File: src/rtl/spi_flash_target.sv
// SPI mode-0 target emulating a serial boot flash. Decodes READ (03h),
// JEDEC ID (9Fh) and READ STATUS (05h) and serves READ data from an
// external synchronous ROM. SCK/CS/MOSI are oversampled in the system clock
// domain; nothing is clocked by SCK.
module spi_flash_target #(
  parameter int unsigned AW   = 16,
  parameter logic [23:0] ID   = 24'hEF4018,
  parameter logic [7:0]  STAT = 8'h00
) (
  input  logic          clock,
  input  logic          reset,
  input  logic          spiCs,
  input  logic          spiCk,
  input  logic          spiDi,
  output logic          spiDo,
  output logic          memRd,
  output logic [AW-1:0] memA,
  input  logic [7:0]    memQ,
  output logic          busy
);

  typedef enum logic [2:0] {
    ST_IDLE,
    ST_CMD,
    ST_ADDR,
    ST_DATA,
    ST_ID,
    ST_STAT,
    ST_IGNORE
  } state_t;

  localparam logic [AW-1:0] A_ONE = AW'(1);

  // Synchroniser and edge-history registers
  logic [1:0]  r_cs_s;
  logic [1:0]  r_ck_s;
  logic [1:0]  r_di_s;
  logic        r_cs_d;
  logic        r_ck_d;

  // Protocol state
  state_t      r_state;
  logic [2:0]  r_bitcnt;
  logic [6:0]  r_rx;
  logic [7:0]  r_tx;
  logic [15:0] r_addr;
  logic [1:0]  r_acnt;
  logic [1:0]  r_idx;
  logic        r_ld;

  logic        w_cs;
  logic        w_di;
  logic        w_ck_rise;
  logic        w_ck_fall;
  logic        w_cs_fall;
  logic        w_byte_done;
  logic [7:0]  w_byte;
  logic [23:0] w_addr;
  logic        w_unused_addr;

  assign w_cs        = r_cs_s[1];
  assign w_di        = r_di_s[1];
  assign w_ck_rise   = r_ck_s[1] & ~r_ck_d;
  assign w_ck_fall   = ~r_ck_s[1] & r_ck_d;
  assign w_cs_fall   = r_cs_d & ~w_cs;
  assign w_byte_done = w_ck_rise && (r_bitcnt == 3'd7);
  assign w_byte      = {r_rx, w_di};
  assign w_addr      = {r_addr, w_byte};
  // Only the low AW address bits reach the ROM; the rest are intentionally dropped.
  assign w_unused_addr = ^w_addr;

  assign busy = (r_state != ST_IDLE);

  // Two-flop synchronisers plus one history flop for edge detection.
  // CS history resets low so a transfer already under way at reset never
  // produces a CS-fall; CS must be seen high first.
  always_ff @(posedge clock) begin
    if (reset) begin
      r_cs_s <= '0;
      r_ck_s <= '0;
      r_di_s <= '0;
      r_cs_d <= 1'b0;
      r_ck_d <= 1'b0;
    end else begin
      r_cs_s <= {r_cs_s[0], spiCs};
      r_ck_s <= {r_ck_s[0], spiCk};
      r_di_s <= {r_di_s[0], spiDi};
      r_cs_d <= r_cs_s[1];
      r_ck_d <= r_ck_s[1];
    end
  end

  // Command FSM, bit/byte shifting, ROM handshake and MISO generation.
  always_ff @(posedge clock) begin
    if (reset) begin
      r_state  <= ST_IDLE;
      r_bitcnt <= '0;
      r_rx     <= '0;
      r_tx     <= '0;
      r_addr   <= '0;
      r_acnt   <= '0;
      r_idx    <= '0;
      r_ld     <= 1'b0;
      spiDo    <= 1'b0;
      memRd    <= 1'b0;
      memA     <= '0;
    end else begin
      memRd <= 1'b0;
      r_ld  <= memRd;
      if (w_cs) begin
        // Deselect aborts everything; an in-flight ROM read is let to finish
        // but its data is never loaded.
        r_state  <= ST_IDLE;
        r_bitcnt <= '0;
        r_ld     <= 1'b0;
        spiDo    <= 1'b0;
      end else if (r_state == ST_IDLE) begin
        if (w_cs_fall) begin
          r_state  <= ST_CMD;
          r_bitcnt <= '0;
        end
      end else begin
        if (r_ld && (r_state == ST_DATA)) begin
          r_tx <= memQ;
        end

        if (w_ck_rise) begin
          r_rx     <= w_byte[6:0];
          r_bitcnt <= r_bitcnt + 3'd1;
        end

        if (w_ck_fall) begin
          if ((r_state == ST_DATA) || (r_state == ST_ID) || (r_state == ST_STAT)) begin
            spiDo <= r_tx[7];
            r_tx  <= {r_tx[6:0], 1'b0};
          end else begin
            spiDo <= 1'b0;
          end
        end

        if (w_byte_done) begin
          case (r_state)
            ST_CMD: begin
              case (w_byte)
                8'h03: begin
                  r_state <= ST_ADDR;
                  r_acnt  <= '0;
                end
                8'h9F: begin
                  r_state <= ST_ID;
                  r_tx    <= ID[23:16];
                  r_idx   <= 2'd1;
                end
                8'h05: begin
                  r_state <= ST_STAT;
                  r_tx    <= STAT;
                end
                default: r_state <= ST_IGNORE;
              endcase
            end
            ST_ADDR: begin
              r_addr <= {r_addr[7:0], w_byte};
              r_acnt <= r_acnt + 2'd1;
              if (r_acnt == 2'd2) begin
                memA    <= w_addr[AW-1:0];
                memRd   <= 1'b1;
                r_state <= ST_DATA;
              end
            end
            ST_DATA: begin
              memA  <= memA + A_ONE;
              memRd <= 1'b1;
            end
            ST_ID: begin
              case (r_idx)
                2'd1:    r_tx <= ID[15:8];
                2'd2:    r_tx <= ID[7:0];
                default: r_tx <= 8'h00;
              endcase
              if (r_idx != 2'd3) begin
                r_idx <= r_idx + 2'd1;
              end
            end
            ST_STAT: r_tx <= STAT;
            default: ;
          endcase
        end
      end
    end
  end

endmodule
File: config.mk
export PLATFORM = sky130hd
export DESIGN_NAME = spi_flash_target
export DESIGN_NICKNAME = d
export VERILOG_FILES = /design/src/rtl/spi_flash_target.sv
export SDC_FILE = /design/constraint.sdc
export NUM_CORES = 1
export LEC_CHECK = 0
export CORE_MARGIN = 3
export CORE_UTILIZATION = 44
export CTS_BUF_LIST = sky130_fd_sc_hd__clkbuf_4 sky130_fd_sc_hd__clkbuf_8
export DETAILED_ROUTE_END_ITERATION = 12
export HOLD_SLACK_MARGIN = 0.03
export PLACE_DENSITY = 0.72
export SLEW_MARGIN = 10
export SYNTH_ARGS = -nofsm -noshare
export SYNTH_HDL_FRONTEND = slang
export SYNTH_SLANG_ARGS = --single-unit
File: constraint.sdc
create_clock -name clock -period 2 [get_ports clock]
set_input_delay 0.4 -clock clock [delete_from_list [all_inputs] [get_ports clock]]
set_output_delay 0.4 -clock clock [all_outputs]
set_load 0.05 [all_outputs]
==> reports/qor.csv <==
metric,value,unit
status,"finished, final reports clean",
clk_latency,340,ps
antenna_found_initial,0,
routed_wl,7260,um
crit_chain,clkdlybuf4s50_1,
ios,32,
grt-ovfl-total,0,
startpoint_type,flop,
final_util,0.557,
crit_arrival,1560,ps
drc,0,
dp_hpwl,4830,um
crit_slowest_cell,clkdlybuf4s50_1,
avgSynthCellArea,8.44,um^2
start_util,0.457,
cts-root-buf,clkbuf_8,
tightest_slew,501,ps
ff2ff_path_depth,7,
clock_skew,8.05,ps
placed_area,3590,um^2
clkSlewWorstSetupHoldPaths,60,ps
yosys.cell_types.count,61,
muxShareOfSynthArea,0.0513,
holdPathStages,1,
avgRoutedWirePerCell,14.3,um
die_x,90.3,um
numCtsBuffers,9,
use_met3,0.0500,
cts-resized-gates,3,
rows,30,
fin_area,3810,um^2
timing.setup.tns,0,ps
syn-instance-count,370,
synth_top_family_by_area,simple AND/OR/NAND/NOR gates,
cts_hold_buf,0,
grt_first_pass_wirelength,12500,um
gp_congestion,0.827,
num_vias,2776,
ant_nets,0,
synth_ff_type,dfxtp_1,
layout_commonest_cell,dfxtp_1,
clock_tree.buffer_depth,2,
routed_via_density,5.49,
fin_nets,426,
relSlewSlack,0.665,
fillCellCount,636,
synth_compound_area_frac,0.191,
ys_ff_latch,60,
critPathTopFamily,buffers and inverters,
rsz0062_at_grt,false,
synth-simple-area-share,0.284,
syn-cell-area,3120,um^2
fin_crit,1960,ps
first_iter_violations,158,
top_usage_layer,met2,
antennaDiodeCount,0,
synth_edf_count,0,
reg2reg_from,r_bitcnt[0]$_SDFFE_PP0P_,
area_growth,21.9,%
hold_class,reg2reg,
crit_buf_inv,1,
drive_gt1_frac,0.156,
r2r_end,memA[0]$_SDFFE_PP0P_,
hold_viol,0,
worstPathMaxFanout,5,
h-tree-depth,3,
grt_max_degree,38,
drv_slew,0,
dr.pass1.iters,4,
die_area,8150,um^2
peakVddDrop,0.000431,V
finalSetupViolCount,0,
use_met1,0.250,
syn_nets,390,
worstSetupPathType,reg2out,
cp_data_required_time,1600,ps
grt_pass1_vias,2568,
async_flop_share,0,
ys_seq_area_frac,0.384,
globalRouteMet2Util,0.287,
io_buffers,31,
fp.coreArea,6830,um^2
synth_fa_ha_area_frac,0.0280,
hp-start,r_di_s[0]$_SDFF_PP0_,
cpPeakStageDelay,830,ps
die_h,90.3,um
critPathCaptureType,output port,
max_freq,511,MHz
cts_sinks,60,
rrSetupSlack,140,ps
leakage,1.45,nW
cts_tree,built,
finalCritPeriodShare,0.978,
grt_util_all_layers,0.186,
hold_end,r_di_s[1]$_SDFF_PP0_,
drv_cap,0,
synth_xor_area_frac,0,
yosys_warnings,0,
postCtsSetupRepairBufs,0,
final_cell_mix,"53 x dfxtp_1, 49 x nor2_1, 32 x nand2_1, 25 x a21oi_1, 24 x nand3_1",
power-per-cell-area,649,nW/um^2
==> stage by stage <==
| stage | setup slack (ps) | hold slack (ps) | std cells | power (mW) |
|---|---|---|---|---|
| finish | 43.2 | 437 | 506 | 2.47 |
| global route | 13.8 | 459 | 506 | 2.56 |
| CTS | 10.5 | 440 | 506 | 2.50 |
| detailed placement | 85.4 | 425 | 491 | 1.34 |
| global placement | 123 | 423 | 491 | 1.34 |
| floorplan | 18.7 | 414 | 370 | 1.30 |
==> per-layer routing <==
layer  wire length, um  part of all wire  vias to the layer above
met4               110             0.015                        0
met1              3480              0.48                     1299
met3               303             0.042                       14
met2              3360              0.46                       61
met5                 0                 0                        -
li1                  -                 -                     1402
==> state kept, by name, indices dropped and copies added, names as in the netlist, 3 cells and up <==
register and cells:
r_tx 8, r_rx 7, r_bitcnt 3, memA 16
r_state 3, r_addr 8
==> cell type report <==
cell class	count	area [um^2]	area share
multi-input combinational	276	1730	0.455
sequential	60	1210	0.318
timing repair buffer	52	507	0.133
clock buffer	14	180	0.0473
tap	96	120	0.0315
clock inverter	1	30.0	0.00789
inverter	7	26.3	0.00690
==> power breakdown <==
part	switching, mW	internal [mW]
combinational	0.0466	0.0451
sequential	0.0114	1.21
clock	0.460	0.700
==> how the worst max path moves through the flow <==
stage | start | to | slack (ps) | depth (start not counted)
2_1_floorplan | memA[8]$_SDFFE_PP0P_ | memA[14]$_SDFFE_PP0P_ | 20 | 6
3_3_place_gp | r_bitcnt[0]$_SDFFE_PP0P_ | memA[0]$_SDFFE_PP0P_ | 120 | 7
3_5_place_dp | r_bitcnt[0]$_SDFFE_PP0P_ | memA[0]$_SDFFE_PP0P_ | 90 | 7
4_1_cts | memA[7]$_SDFFE_PP0P_ | memA[7] | 10 | 1
5_1_grt | memA[6]$_SDFFE_PP0P_ | memA[6] | 10 | 1
6_report | memA[6]$_SDFFE_PP0P_ | memA[6] | 40 | 1
==> synthesized netlist by cell type (4+ instances only) <==
cell type / number / area share
nor2b_1: 8 / 0.016
a21oi_1: 25 / 0.040
and3_1: 7 / 0.014
o21ai_0: 18 / 0.029
and2_1: 4 / 0.0080
clkbuf_1: 12 / 0.014
a31oi_1: 6 / 0.012
nand3_1: 24 / 0.038
dfxtp_1: 60 / 0.38
nand2b_1: 4 / 0.0080
nand2_1: 32 / 0.038
a311oi_1: 4 / 0.011
ha_1: 7 / 0.028
buf_2: 6 / 0.0096
o211ai_1: 8 / 0.019
inv_1: 7 / 0.0084
a211oi_1: 10 / 0.024
nor2_1: 49 / 0.059
mux2i_1: 16 / 0.051
==> kinds of logic (layout without fill, tap and decap cells) <==
family,count (synthesis),count (layout)
AO/OA/AOI/OAI,90,90
adder cells (fa/ha/maj),7,7
buffers and inverters,34,74
flip-flops,60,60
multiplexers,16,16
AND/OR/NAND/NOR,163,163
Power figures use the tool's default switching activity.
